<file path="src/rtl/rifl_rx_pkg.sv">
// Shared types and constants for the RX frame path: sync-header encodings,
// assembler state encoding and descrambler taps.
package rifl_rx_pkg;

    typedef logic [1:0] hdr_t;

    localparam hdr_t HDR_DATA = 2'b01;
    localparam hdr_t HDR_CTRL = 2'b10;

    typedef enum logic {
        IDLE    = 1'b0,
        COLLECT = 1'b1
    } asm_state_t;

    localparam int SCR_TAP1 = 39;
    localparam int SCR_TAP2 = 58;

    // Returns {is_ctrl, hdr_err} for a 2-bit sync header.
    function automatic logic [1:0] decode_hdr(input hdr_t hdr);
        logic [1:0] res;
        case (hdr)
            HDR_DATA: res = 2'b00;
            HDR_CTRL: res = 2'b10;
            default:  res = 2'b01;
        endcase
        return res;
    endfunction

endpackage

</file>
<file path="src/rtl/rx_descrambler.sv">
// Self-synchronous descrambler (1 + x^39 + x^58), wire order MSB first.
// The two header bits of a sof word bypass it and leave the state untouched.
module rx_descrambler
    import rifl_rx_pkg::*;
#(
    parameter int DWIDTH = 64
) (
    input  logic              clk,
    input  logic              rst,
    input  logic [DWIDTH-1:0] data_i,
    input  logic              valid_i,
    input  logic              hdr_bypass_i,
    output logic [DWIDTH-1:0] data_o,
    output logic              valid_o,
    output logic              hdr_bypass_o
);

    logic [SCR_TAP2-1:0] scr_q, scr_d;
    logic [DWIDTH-1:0]   data_q, data_d;
    logic                valid_q;
    logic                bypass_q;

    // Bit-serial unroll of the descrambler over one word
    always_comb begin
        logic [SCR_TAP2-1:0] st;
        st     = scr_q;
        data_d = data_i;
        for (int i = DWIDTH - 1; i >= 0; i--) begin
            if (hdr_bypass_i && (i >= DWIDTH - 2)) begin
                data_d[i] = data_i[i];
            end else begin
                data_d[i] = data_i[i] ^ st[SCR_TAP1-1] ^ st[SCR_TAP2-1];
                st        = {st[SCR_TAP2-2:0], data_i[i]};
            end
        end
        if (valid_i) begin
            scr_d = st;
        end else begin
            scr_d = scr_q;
        end
    end

    // Descrambler state and the added pipeline stage
    always_ff @(posedge clk) begin
        if (rst) begin
            scr_q    <= '0;
            data_q   <= '0;
            valid_q  <= 1'b0;
            bypass_q <= 1'b0;
        end else begin
            scr_q    <= scr_d;
            data_q   <= data_d;
            valid_q  <= valid_i;
            bypass_q <= hdr_bypass_i;
        end
    end

    assign data_o       = data_q;
    assign valid_o      = valid_q;
    assign hdr_bypass_o = bypass_q;

endmodule

</file>
<file path="src/rtl/rx_frame_assembler.sv">
// Collects aligned words into frames, strips/decodes the sync header and keeps
// saturating error/drop statistics. Optional descrambler: RX_DESCRAMBLE_EN.
module rx_frame_assembler
    import rifl_rx_pkg::*;
#(
    parameter int DWIDTH      = 64,
    parameter int FRAME_WIDTH = 256,
    parameter int CNT_WIDTH   = 16
) (
    input  logic                   clk,
    input  logic                   rst,
    input  logic [DWIDTH-1:0]      rxdata_in,
    input  logic                   sof_in,
    input  logic                   rx_aligned_in,
    output logic [FRAME_WIDTH-3:0] frame_data,
    output logic                   frame_valid,
    output logic                   frame_is_ctrl,
    output logic                   frame_hdr_err,
    output logic [CNT_WIDTH-1:0]   hdr_err_cnt,
    output logic [CNT_WIDTH-1:0]   drop_cnt
);

    localparam int N_FRAME_CYCLE = FRAME_WIDTH / DWIDTH;
    localparam int IDX_W         = (N_FRAME_CYCLE > 1) ? $clog2(N_FRAME_CYCLE) : 1;
    localparam logic [IDX_W-1:0]     LAST_IDX = IDX_W'(N_FRAME_CYCLE - 1);
    localparam logic [CNT_WIDTH-1:0] CNT_MAX  = {CNT_WIDTH{1'b1}};

    logic [DWIDTH-1:0] word_s;
    logic              sof_s;
    logic              aligned_s;

`ifdef RX_DESCRAMBLE_EN
    rx_descrambler #(
        .DWIDTH(DWIDTH)
    ) u_descrambler (
        .clk          (clk),
        .rst          (rst),
        .data_i       (rxdata_in),
        .valid_i      (rx_aligned_in),
        .hdr_bypass_i (sof_in),
        .data_o       (word_s),
        .valid_o      (aligned_s),
        .hdr_bypass_o (sof_s)
    );
`else
    assign word_s    = rxdata_in;
    assign sof_s     = sof_in;
    assign aligned_s = rx_aligned_in;
`endif

    asm_state_t             state_q, state_d;
    logic [IDX_W-1:0]       idx_q, idx_d;
    logic [FRAME_WIDTH-1:0] buf_q, buf_d;
    logic                   done_s;
    logic                   drop_s;

    logic [FRAME_WIDTH-3:0] data_q, data_d;
    logic                   valid_q, valid_d;
    logic                   ctrl_q, ctrl_d;
    logic                   err_q, err_d;
    logic [CNT_WIDTH-1:0]   hdr_cnt_q, hdr_cnt_d;
    logic [CNT_WIDTH-1:0]   drop_cnt_q, drop_cnt_d;
    logic [1:0]             dec_s;

    // State, frame buffer and registered outputs
    always_ff @(posedge clk) begin
        if (rst) begin
            state_q    <= IDLE;
            idx_q      <= '0;
            buf_q      <= '0;
            data_q     <= '0;
            valid_q    <= 1'b0;
            ctrl_q     <= 1'b0;
            err_q      <= 1'b0;
            hdr_cnt_q  <= '0;
            drop_cnt_q <= '0;
        end else begin
            state_q    <= state_d;
            idx_q      <= idx_d;
            buf_q      <= buf_d;
            data_q     <= data_d;
            valid_q    <= valid_d;
            ctrl_q     <= ctrl_d;
            err_q      <= err_d;
            hdr_cnt_q  <= hdr_cnt_d;
            drop_cnt_q <= drop_cnt_d;
        end
    end

    // Next state: word placement (first word lands in the MSBs), completion, aborts
    always_comb begin
        state_d = state_q;
        idx_d   = idx_q;
        buf_d   = buf_q;
        done_s  = 1'b0;
        drop_s  = 1'b0;
        case (state_q)
            IDLE: begin
                if (aligned_s && sof_s) begin
                    buf_d[(N_FRAME_CYCLE-1)*DWIDTH +: DWIDTH] = word_s;
                    if (N_FRAME_CYCLE == 1) begin
                        done_s = 1'b1;
                        idx_d  = '0;
                    end else begin
                        idx_d   = IDX_W'(1);
                        state_d = COLLECT;
                    end
                end else begin
                    idx_d = '0;
                end
            end
            COLLECT: begin
                if (!aligned_s) begin
                    drop_s  = 1'b1;
                    idx_d   = '0;
                    state_d = IDLE;
                end else if (sof_s) begin
                    drop_s = 1'b1;
                    buf_d[(N_FRAME_CYCLE-1)*DWIDTH +: DWIDTH] = word_s;
                    idx_d  = IDX_W'(1);
                end else begin
                    buf_d[(N_FRAME_CYCLE-1-int'(idx_q))*DWIDTH +: DWIDTH] = word_s;
                    if (idx_q == LAST_IDX) begin
                        done_s  = 1'b1;
                        idx_d   = '0;
                        state_d = IDLE;
                    end else begin
                        idx_d = idx_q + IDX_W'(1);
                    end
                end
            end
            default: begin
                idx_d   = '0;
                state_d = IDLE;
            end
        endcase
    end

    // Outputs: latch the completed frame and bump the saturating counters
    always_comb begin
        dec_s   = decode_hdr(buf_d[FRAME_WIDTH-1 -: 2]);
        valid_d = done_s;
        if (done_s) begin
            data_d = buf_d[FRAME_WIDTH-3:0];
            ctrl_d = dec_s[1];
            err_d  = dec_s[0];
        end else begin
            data_d = data_q;
            ctrl_d = ctrl_q;
            err_d  = err_q;
        end
        if (done_s && dec_s[0] && (hdr_cnt_q != CNT_MAX)) begin
            hdr_cnt_d = hdr_cnt_q + CNT_WIDTH'(1);
        end else begin
            hdr_cnt_d = hdr_cnt_q;
        end
        if (drop_s && (drop_cnt_q != CNT_MAX)) begin
            drop_cnt_d = drop_cnt_q + CNT_WIDTH'(1);
        end else begin
            drop_cnt_d = drop_cnt_q;
        end
    end

    assign frame_data    = data_q;
    assign frame_valid   = valid_q;
    assign frame_is_ctrl = ctrl_q;
    assign frame_hdr_err = err_q;
    assign hdr_err_cnt   = hdr_cnt_q;
    assign drop_cnt      = drop_cnt_q;

endmodule

</file>
<file path="config.mk">
export PLATFORM = sky130hd
export DESIGN_NAME = rx_frame_assembler
export DESIGN_NICKNAME = d
export VERILOG_FILES = /design/src/rtl/rifl_rx_pkg.sv /design/src/rtl/rx_descrambler.sv /design/src/rtl/rx_frame_assembler.sv
export SDC_FILE = /design/constraint.sdc
export NUM_CORES = 1
export LEC_CHECK = 0
export CAP_MARGIN = 40
export CORE_ASPECT_RATIO = 0.5
export CORE_MARGIN = 2
export CORE_UTILIZATION = 46
export CTS_CLUSTER_DIAMETER = 120
export DETAILED_ROUTE_END_ITERATION = 7
export GPL_TIMING_DRIVEN = 0
export MAX_ROUTING_LAYER = met4
export PLACE_DENSITY = 0.76
export RECOVER_POWER = 50
export SYNTH_ARGS = -nofsm -noshare
export SYNTH_HDL_FRONTEND = slang
export SYNTH_SLANG_ARGS = --single-unit
export TNS_END_PERCENT = 1
</file>
<file path="constraint.sdc">
create_clock -name clk -period 3.85 [get_ports clk]
set_clock_uncertainty 0.15 [all_clocks]
set_input_delay 0.77 -clock clk [delete_from_list [all_inputs] [get_ports clk]]
set_output_delay 0.77 -clock clk [all_outputs]
set_load 0.01 [all_outputs]
</file>
[Word-level counts from Yosys, hierarchy flattened]
Cells that the tools add are included.
Storage, ports and cells
  register bits: 548
  input bits: 68
  output and inout port bits: 289
  word-level logic and storage cells: 51
Cells by class
  $add $sub $neg: 5
  equality and inequality tests: 5
  shift operators: 2
  mux-type cells: 25
  bitwise gates (word level): 1
  reduce and logical (&&, ||, !) cells: 4
Operators with widths (number)
  $mux W192: 2
  $bwmux W256: 1
  $mux W256: 1
  $shift A64 B33 Y256 const A: 1
  $shiftx A64 B33 Y256: 1
  $mux W64: 2
  $pmux W64 S2: 1
  $neg A9 Y33: 1
  $add A16 B1 Y16 const B: 2
  $ne A16 B16 Y1 const B: 2
  $mux W1: 12
  $pmux W2 S2: 2
  $mux W2: 3
  $eq A2 B2 Y1 const B: 2
  $logic_and A1 B1 Y1: 4
  $sub A2 B2 Y3 const A: 1
  $add A2 B1 Y2 const B: 1
  $eq A2 B1 Y1 const B: 1
  $pmux W1 S2: 1
  $not A1 Y1: 1

[Depth between registers and ports, before layout]
Gate-level depths: netlist of run 1.
  depth in word-level cells: 11
  mapped depth: 13

[Least setup slack after synthesis of run 1]
OpenSTA, ideal clock, no wires.
  path kind: register to register
  from: register idx_q[0]
  to: register hdr_cnt_q[15] (netlist: hdr_err_cnt[15])
  arrival: 3458 ps
  setup slack: 122 ps
  cell stages (with the launch flop): 13
  path buffers: 2
  cell sequence: dfxtp_1 inv_1 ha_1 nor4b_1 a21o_1 clkbuf_1 a32oi_1 ha_1 inv_1 or4_1 clkbuf_1 nor4_1 mux2_2
Between the ends
  word-level cells in the longest chain between the ends: 11
Ends and longest elaborated chain
  start, declared: line rx_frame_assembler.sv:52  | logic [IDX_W-1:0] idx_q, idx_d;
  start signal, assigned: line rx_frame_assembler.sv:79  | idx_q <= idx_d;
  $sub A2 B2 Y3 (*): line rx_frame_assembler.sv:122  | buf_d[(N_FRAME_CYCLE-1-int'(idx_q))*DWIDTH +: DWIDTH] = word_s;
  $neg A9 Y33 (*): line rx_frame_assembler.sv:122
  $shiftx A64 B33 Y256 / $shift A64 B33 Y256 (equally long branches): line rx_frame_assembler.sv:122
  $bwmux W256 (*): line rx_frame_assembler.sv:122
  $mux W64 (*): line rx_frame_assembler.sv:117  | end else if (sof_s) begin
  $mux W256 (*): line rx_frame_assembler.sv:113  | if (!aligned_s) begin
  $pmux W64 S2 (*): line rx_frame_assembler.sv:97  | case (state_q)
  $eq A2 B2 Y1 / $eq A2 B1 Y1 (equally long branches): line rifl_rx_pkg.sv:21  | case (hdr)
  $pmux W2 S2 (*): line rifl_rx_pkg.sv:21
  net dec_s[0]: line rx_frame_assembler.sv:63  | logic [1:0] dec_s;
  $logic_and A1 B1 Y1 (*) (2 in a row): line rx_frame_assembler.sv:152  | if (done_s && dec_s[0] && (hdr_cnt_q != CNT_MAX)) begin
  end signal, assigned: line rx_frame_assembler.sv:85  | hdr_cnt_q <= hdr_cnt_d;
  end, declared: line rx_frame_assembler.sv:61  | logic [CNT_WIDTH-1:0] hdr_cnt_q, hdr_cnt_d;
The timed path passes the listed nets; every way through them passes the cells marked *.
A chain may end at the register's enable or synchronous reset.

[Worst setup path after layout of run 1]
  from: register idx_q[0]
  to: register hdr_cnt_q[15] (netlist: hdr_err_cnt[15])
Between the ends
  word-level cells in the longest chain between the ends: 11
Ends and longest elaborated chain
  $sub A2 B2 Y3 (*): line rx_frame_assembler.sv:122
  $neg A9 Y33 (*): line rx_frame_assembler.sv:122
  $shiftx A64 B33 Y256 / $shift A64 B33 Y256 (equally long branches): line rx_frame_assembler.sv:122
  $bwmux W256 (*): line rx_frame_assembler.sv:122
  $mux W64 (*): line rx_frame_assembler.sv:117
  $mux W256 (*): line rx_frame_assembler.sv:113
  $pmux W64 S2 (*): line rx_frame_assembler.sv:97
  net buf_d[255]: line rx_frame_assembler.sv:53  | logic [FRAME_WIDTH-1:0] buf_q, buf_d;
  $eq A2 B2 Y1 / $eq A2 B1 Y1 (equally long branches): line rifl_rx_pkg.sv:21
  $pmux W2 S2 (*): line rifl_rx_pkg.sv:21
  net dec_s[0]: line rx_frame_assembler.sv:63
  $logic_and A1 B1 Y1 (*) (2 in a row): line rx_frame_assembler.sv:152
Marks and branches as above.

==> results of run 1 <==
## sequential cells by signal, summed over array words and instances, names as in the netlist
signal and count:
buf_q 192, drop_cnt 16, frame_data 254, frame_hdr_err 1, frame_is_ctrl 1, frame_valid 1
hdr_err_cnt 16, idx_q 2, state_q 1
## routing by layer
layer  up-vias  routed length [um]  part of all wire [%]
met5         -                   0                     0
met4         0                2720                   4.6
met3       144                3530                   6.0
met2       571               27000                    46
met1      8090               25400                    43
li1       7907                   -                     -
## cell families after synthesis
kind of cell               Yosys count
AOI/OAI and AO/OA                  504
adders and majority gates            8
DFF                                484
muxes                                7
buffers and inverters              201
and+or+nand+nor                    820
## layout by cell type, fill, tap and decap left out, drive strengths merged, types with 14 or more instances in the layout
cell	synthesis	routed
dfxtp	484	484
a21oi	277	277
nand3	76	76
o21ai	14	14
a32oi	63	63
and3	133	133
clkdlybuf4s50	0	64
nand2	207	207
a211oi	128	128
clkbuf	171	243
nor2	334	334
buf	19	28
dlygate4sd3	0	289
## what timing repair did
action / CTS / global route
pin swaps: 1 / 1
setup endpoints to repair: 13 / 6
resized for setup: 6 / 7
setup buffers: 2 / 1
## metrics by stage
stage          cell area [um2]  utilization [%]  worst slack, ps  cells  TNS [ps]
2_1_floorplan            17500                -              122   2024         0
5_1_grt                  23400             62.4             24.0   2965         0
6_report                 23400             62.4              202   2965         0
3_5_place_dp             21800             58.2            -1190   2884    -12490
3_3_place_gp             21700             57.8            -1200   2872    -36070
4_1_cts                  23400             62.5             12.2   2964         0
## final timing paths
path | startpoint | end | slack, ps
max reg2reg | idx_q[0] | hdr_err_cnt[15] | 200
min reg2reg | frame_data[18] | frame_data[18] | 300
min | frame_data[18] | frame_data[18] | 300
max | idx_q[0] | hdr_err_cnt[15] | 200
## area by class of cell
cell class,count,area [um2]
multi-input combinational,1339,7100
tap,494,618
clock buffer,68,1360
sequential,484,9690
clock inverter,13,206
inverter,11,41.3
fill,3158,14100
buffer,187,709
timing repair buffer,369,3670
## worst min-delay path, delay by kind of cell, from the launching register on
family	cells	cell delay, ps
flops	1	300
simple gates	1	50
compound gates	1	50
## power by group through the flow
stage / logic [mW] / registers [mW] / clock network (mW)
after global placement: 0.398 / 5.17 / 0
after global routing: 0.451 / 5.06 / 4.99
final: 0.423 / 5.06 / 4.75
after detailed placement: 0.406 / 5.17 / 0
after CTS: 0.412 / 5.06 / 4.76
after floorplan: 0.192 / 5.17 / 0
==> flow_summary.toml, run 1 <==
[detailed_routing]
postRouteAntennaNets = 0
drt_pass1_iterations = 5
drc_errors = 0
drtIter0Drc = 1508
wire_per_inst_um = 19.8
vias = 16700
viasPerCell = 5.64
drt_wl_total_mm = 58.6

[run]
cap_violations = 0

[clocking]
cts-hold-fix-buffers = 0
cts_tree = "done"
numCtsBuffers = 44
clock_path_buffers = 3
cts_max_level = 2
cts.clk_slew.worst_paths_ps = 60
cts.sinks = 484
cts-root-buf = "clkbuf_16"
clock_latency_ps = 570

[global_routing]
grt_use_met3_pct = 4.12
grt_max_degree = 16
grt.busiest_layer = "met2"
grt.total_usage_pct = 29.7
antenna_found_initial = 2
met1_usage_pct = 38.9
grt_remaining_overflow = 0
use_met2_pct = 46.1
grt_pass1_vias = 15500
grt_pass1_wl_mm = 89.8

[setup_path]
slowest_stage = "or4_1"
worstPathArrival_ps = 3950
required_ps = 4150
path_class = "flip-flop to flip-flop"
crit_top_cell = "inv_1"
crit_fanout = 9
reg2reg_depth = 12
crit_path_max_incr_delay_ps = 510
cp_cell_sequence = "inv_1, ha_2, nor4b_4, a21o_2, buf_4, a32o_1, ha_1, inv_1, or4_1, clkbuf_1, nor4_2, mux2_2"
path_depth = 12
worst_setup_path_start_kind = "flip-flop"
cp-end-kind = "flip-flop"
cp_num_buf_inv = 4
crit_family = "simple AND/OR/NAND/NOR gates"

[yosys]
synth_xor_area_share_pct = 0
synth_cell_types = 48
synth_fp_nets = 2100
synthTopCellsByArea = "dfxtp_1 55%, a21oi_1 7.9%, nor2_1 7.2%"
ys_top_cells_by_count = "484 x dfxtp_1, 334 x nor2_1, 277 x a21oi_1"
syn_area_mm2 = 0.0175
ys.flop_type = "dfxtp_1"
synth_top_family_by_area = "simple AND/OR/NAND/NOR gates"
yosysTopAreaCell = "dfxtp_1"
synth_most_common_cell = "dfxtp_1"
ys_seq_elements = 484
yosysWarnings = 0
async_flop_share_pct = 0
synth_cells = 2024
synth_edf_count = 0
yosysSeqAreaShare_pct = 55.3
synth_mux_area_share_pct = 0.443
synth-compound-area-share_pct = 18.0
synthAdderAreaFrac_pct = 0.572
synth_top_area_share_pct = 55.3
yosys.area_share.simple_pct = 21.4
syn_avg_cell_area_um2 = 8.65

[place]
gp_congestion = 0.912
hpwl_mm = 43.1
port_buffers = 354

[power_and_ir_drop]
intPower_mw = 7.96
power.leakage_nw = 9.32
p_sw_share_pct = 22.2
ir_drop_uv = 240
power_frac_clock_pct = 46.4
p_total_mw = 10.2
p_per_area_mw_per_mm2 = 437
switchingPower_mw = 2.27
share_seq_of_total_power_pct = 49.5
power_frac_comb_pct = 4.1

[run_status]
status = "finished, final reports clean"

[layout]
area_growth_pct = 33.6
antenna_cells = 0
drive_gt1_share_pct = 4.29
fin_nets = 2512

[sta]
fin_hold_ws_ps = 300
setup_violations = 0
finalMaxSlewViolations = 0
worst-slew-pin-transition_ps = 1070
hold_viol_final = 0
rsz0062_at_grt = "false"
timing.final.crit_share_pct = 94.7
final.min_clock_period_ps = 3650
slew_headroom_pct = 27.9
fmax_mhz = 274

[floorplan]
dieHeight_um = 142
die_w_um = 280
core_area_mm2 = 0.0375
dieArea_mm2 = 0.0397
initial_core_util_pct = 46.7
io_pins = 357
fp-row-count = 50

[worst_hold_path]
hold_class = "flip-flop to flip-flop"
hold-path-cell-count = 2
Power figures use the tool's default switching activity.
==> run 2, diff against run 1 <==
==> constraint.sdc (replaced) <==
create_clock -name clk -period 3.85 [get_ports clk]
set_clock_uncertainty 0.15 [all_clocks]
set_input_delay 0.385 -clock clk [delete_from_list [all_inputs] [get_ports clk]]
set_output_delay 0.385 -clock clk [all_outputs]
set_load 0.01 [all_outputs]
==> flow_summary.toml, run 2 (same netlist as run 1, synthesis figures left out) <==
[run_status]
status = "finished, final reports clean"

[place]
port_buffers = 354
gp_congestion = 0.912
dp_cells = 2884
dp_slack_ps = -801
hpwl_mm = 43.1
placed_cell_area_mm2 = 0.0218

[sta]
timing.final.crit_share_pct = 95.1
setup_violations = 0
rsz0062_at_grt = "false"
hold_viol_final = 0
finalMaxSlewViolations = 0
fin_hold_ws_ps = 128
layout_setup_ws_ps = 189
worst-slew-pin-transition_ps = 1070
fmax_mhz = 273
slew_headroom_pct = 28.1
setup_tns_ps = 0
final.min_clock_period_ps = 3660

[power_and_ir_drop]
p_sw_share_pct = 22.2
power.leakage_nw = 9.32
p_total_mw = 10.2
switchingPower_mw = 2.27
power_frac_comb_pct = 4.1
intPower_mw = 7.96
share_seq_of_total_power_pct = 49.5
p_per_area_mw_per_mm2 = 437
power_frac_clock_pct = 46.4
ir_drop_uv = 240

[layout]
stdcell_count = 2965
final_area_mm2 = 0.0234
fin_nets = 2512
layout_commonest_cell = "dfxtp_1"
final_util_pct = 62.5
fill_cells = 3155
antenna_cells = 0
largest_reg_flops = 254
layout_common_cells = "483 x dfxtp_1, 334 x nor2_1, 290 x dlygate4sd3_1"
area_growth_pct = 33.7
drive_gt1_share_pct = 4.25

[floorplan]
dieHeight_um = 142
fp-row-count = 50
core_area_mm2 = 0.0375
io_pins = 357
die_w_um = 280
initial_core_util_pct = 46.7
dieArea_mm2 = 0.0397

[clocking]
cts_max_level = 2
clock_latency_ps = 570
cts.sinks = 484
cts_tree = "done"
clock_path_buffers = 3
cts.clk_slew.worst_paths_ps = 60
cts-root-buf = "clkbuf_16"
numCtsBuffers = 44

[detailed_routing]
postRouteAntennaNets = 0
drt_pass1_iterations = 5
vias = 16800
drtIter0Drc = 1464
wire_per_inst_um = 19.7
drc_errors = 0
viasPerCell = 5.65
drt_wl_total_mm = 58.4

[setup_path]
reg2reg_depth = 12
worstPathArrival_ps = 3960
required_ps = 4150
path_class = "flip-flop to flip-flop"
cp-end-kind = "flip-flop"
crit_fanout = 9
worst_setup_path_start_kind = "flip-flop"

[global_routing]
grt.total_usage_pct = 29.7
grt_max_degree = 16
antenna_found_initial = 2
grt_pass1_vias = 15500
grt_remaining_overflow = 0
grt_pass1_wl_mm = 89.8

[worst_hold_path]
hold-path-cell-count = 3
hold_class = "primary input to flip-flop"

[run]
cap_violations = 0
==> run 2: cell count changes in the layout (fill, tap and decap cells not counted), sizes merged <==
cell	previous run	this run
buf	28	30
dlygate4sd3	289	290
clkbuf	243	240
==> run 2: per-layer routing <==
| layer | up-vias | global-route usage [%] | wire length [um] |
|---|---|---|---|
| met5 | - | - | 0 |
| met4 | 0 | 13.2 | 2710 |
| met3 | 144 | 4.12 | 3670 |
| met2 | 569 | 46.1 | 26900 |
| met1 | 8138 | 38.9 | 25200 |
| li1 | 7913 | - | - |
==> run 2: timing repair <==
item,CTS,global route
buffers inserted,2,1
pin swaps,1,1
hold buffers,0,0
gates resized for setup,6,5
endpoints found under the setup margin,13,4
==> run 2: worst max-delay path, stage by stage (launching register included) <==
cell and delay (ps):
dfxtp_4 420, inv_1 90, ha_2 410, nor4b_4 80
a21o_2 220, clkbuf_1 130, a32o_1 280, ha_1 350
inv_1 60, or4_1 510, clkbuf_1 190, nor4_2 290
mux2_2 360
==> run 2: layout make-up <==
class                   instances  area [um2]  share of cell area (%)
flip-flops and latches        484        9690                    41.4
repair buffers                369        3690                    15.8
inverters                      11        41.3                   0.176
multi-input cells            1339        7100                    30.3
clock inverters                13         206                   0.882
well taps                     494         618                    2.64
plain buffers                 187         706                    3.01
clock buffers                  68        1360                    5.82
==> run 2: power groups by stage <==
stage / Combinational (mW) / Sequential [mW] / Clock [mW]
4_1_cts: 0.413 / 5.06 / 4.76
5_1_grt: 0.452 / 5.06 / 4.99
3_3_place_gp: 0.398 / 5.17 / 0
3_5_place_dp: 0.406 / 5.17 / 0
2_1_floorplan: 0.192 / 5.17 / 0
6_report: 0.422 / 5.06 / 4.75
==> run 2: final timing paths <==
check / end / startpoint / slack (ps)
setup / recovery: hdr_err_cnt[15] / idx_q[0] / 190
setup reg to reg: hdr_err_cnt[15] / idx_q[0] / 190
hold reg to reg: frame_data[18] / frame_data[18] / 300
hold / removal: hdr_err_cnt[15] / rst / 130
==> run 3, diff against run 2 <==
--- a/config.mk
+++ b/config.mk
@@ -8,13 +8,15 @@
 export CAP_MARGIN = 40
 export CORE_ASPECT_RATIO = 0.5
 export CORE_MARGIN = 2
-export CORE_UTILIZATION = 46
+export CORE_UTILIZATION = 56
 export CTS_CLUSTER_DIAMETER = 120
 export DETAILED_ROUTE_END_ITERATION = 7
+export DONT_BUFFER_PORTS = 1
 export GPL_TIMING_DRIVEN = 0
 export MAX_ROUTING_LAYER = met4
-export PLACE_DENSITY = 0.76
+export PLACE_DENSITY = 0.74
 export RECOVER_POWER = 50
+export SLEW_MARGIN = 10
 export SYNTH_ARGS = -nofsm -noshare
 export SYNTH_HDL_FRONTEND = slang
 export SYNTH_SLANG_ARGS = --single-unit
==> flow_summary.toml, run 3 (same netlist as run 1, synthesis figures left out) <==
[setup_path]
required_ps = 4170
critPathLaunch = "idx_q[0]"
slowest_stage = "or4_1"
worst_setup_path_start_kind = "flip-flop"
path_class = "flip-flop to flip-flop"
cp-end-kind = "flip-flop"
crit_family = "simple AND/OR/NAND/NOR gates"
cp_num_buf_inv = 3
cp_cell_sequence = "inv_1, ha_2, nor4b_4, a21o_2, a32oi_1, ha_1, inv_1, or4_1, clkbuf_1, or4_1, a21oi_1"
worstReg2RegStart = "idx_q[0]"
worstPathArrival_ps = 4030
crit_fanout = 9
crit_path_max_incr_delay_ps = 520

[floorplan]
dieHeight_um = 129
initial_core_util_pct = 57.3
core_area_mm2 = 0.0306
dieArea_mm2 = 0.0328
io_pins = 357
fp-row-count = 45
die_w_um = 254

[detailed_routing]
drt_pass1_iterations = 5
vias = 15700
wire_per_inst_um = 21.4
drt_wl_total_mm = 55.7
postRouteAntennaNets = 0
drc_errors = 0
viasPerCell = 6.04
drtIter0Drc = 1745

[layout]
fin_nets = 2219
drive_gt1_share_pct = 4.73
fill_cells = 2587
layout_commonest_cell = "dfxtp_1"
largest_reg_flops = 254
multi_input_area_mm2 = 0.00711
layout_common_cells = "483 x dfxtp_1, 334 x nor2_1, 277 x a21oi_1"
seq_area_mm2 = 0.00969
area_growth_pct = 16.2

[run_status]
status = "finished, final reports clean"

[power_and_ir_drop]
power.leakage_nw = 7.27
p_total_mw = 9.99
ir_drop_uv = 332
p_per_area_mw_per_mm2 = 491

[sta]
timing.final.crit_share_pct = 96.5
fmax_mhz = 269
hold_viol_final = 0
finalMaxSlewViolations = 0
rsz0062_at_grt = "true"
setup_violations = 0
layout_setup_ws_ps = 135
final.min_clock_period_ps = 3710
slew_headroom_pct = 41.2
worst-slew-pin-transition_ps = 882

[place]
gp_congestion = 0.896
dp_slack_ps = -709
hpwl_mm = 40.0
port_buffers = 0

[clocking]
cts.sinks = 484
cts_tree = "done"
numCtsBuffers = 41
cts_max_level = 2
cts.clk_slew.worst_paths_ps = 70
clock_latency_ps = 550
cts-root-buf = "clkbuf_16"
clock_path_buffers = 3

[global_routing]
grt.total_usage_pct = 34.2
grt.busiest_layer = "met2"
grt_remaining_overflow = 0
grt_pass1_vias = 14400
antenna_found_initial = 5
grt_use_met3_pct = 7.05
met1_usage_pct = 45.9
use_met2_pct = 51.2
grt_pass1_wl_mm = 84.2
grt_max_degree = 18

[worst_hold_path]
min_from = "rxdata_in[23]"
hold_class = "primary input to flip-flop"

[run]
cap_violations = 0
-- run 3: changes by cell type in the layout (fill, tap and decap cells not counted), sizes merged, moves of 3 or more --
cell and delta:
dlygate4sd3 -225, clkdlybuf4s50 -64, clkbuf -13, diode +5, buf +3, clkinvlp +3
-- run 3: path summary, 6_finish.rpt --
| kind | endpoint | slack, ps | cells after the start |
|---|---|---|---|
| max reg2reg | hdr_err_cnt[11] | 140 | 11 |
| min | buf_q[151] | 10 | 3 |
| max | hdr_err_cnt[11] | 140 | 11 |
| min reg2reg | frame_data[235] | 310 | 2 |
-- run 3: worst register-to-register path, cell delays in order (launching register included) --
cell	delay [ps]
dfxtp_4	420
inv_1	110
ha_2	370
nor4b_4	360
a21o_2	210
a32oi_1	190
ha_1	450
inv_1	60
or4_1	520
clkbuf_1	180
or4_1	480
a21oi_1	150
-- run 3: final cells by class --
| cell class | instances | share of cell area (%) |
|---|---|---|
| diodes | 5 | 0.0615 |
| plain buffers | 187 | 3.47 |
| clock buffers | 59 | 5.88 |
| clock inverters | 17 | 1.27 |
| inverters | 11 | 0.203 |
| multi-input cells | 1339 | 34.9 |
| flip-flops and latches | 484 | 47.6 |
| well taps | 423 | 2.60 |
| repair buffers | 79 | 3.94 |
-- run 3: through the flow --
step	setup TNS [ps]	hold slack, ps	util (%)	cells	instance area [um2]
final	0	9.75	66.6	2604	20400
after CTS	0	0.859	66.4	2599	20300
after global routing	0	19.5	66.6	2604	20400
after floorplan	0	293	-	2024	17500
after global placement	-7040	303	59.0	2447	18000
after detailed placement	-4820	305	59.5	2458	18200
-- run 3: power breakdown --
part	internal, mW	switching, mW
Sequential	5.04	0.0209
Combinational	0.122	0.285
Clock	2.59	1.93
Total	7.75	2.24
-- run 3: metal layers --
metal  part of all wire (%)  up-vias
met1                     43     7608
met4                    3.6        0
met2                     45      666
met5                      0        -
li1                       -     7329
met3                    8.9      119
-- run 3: repair_timing --
item                                   CTS  global route
endpoints found under the hold margin  247             0
buffers inserted                         2             0
setup endpoints to repair               14             6
resized for setup                        6             5
hold buffers                            65             0
pin swaps                                1             1
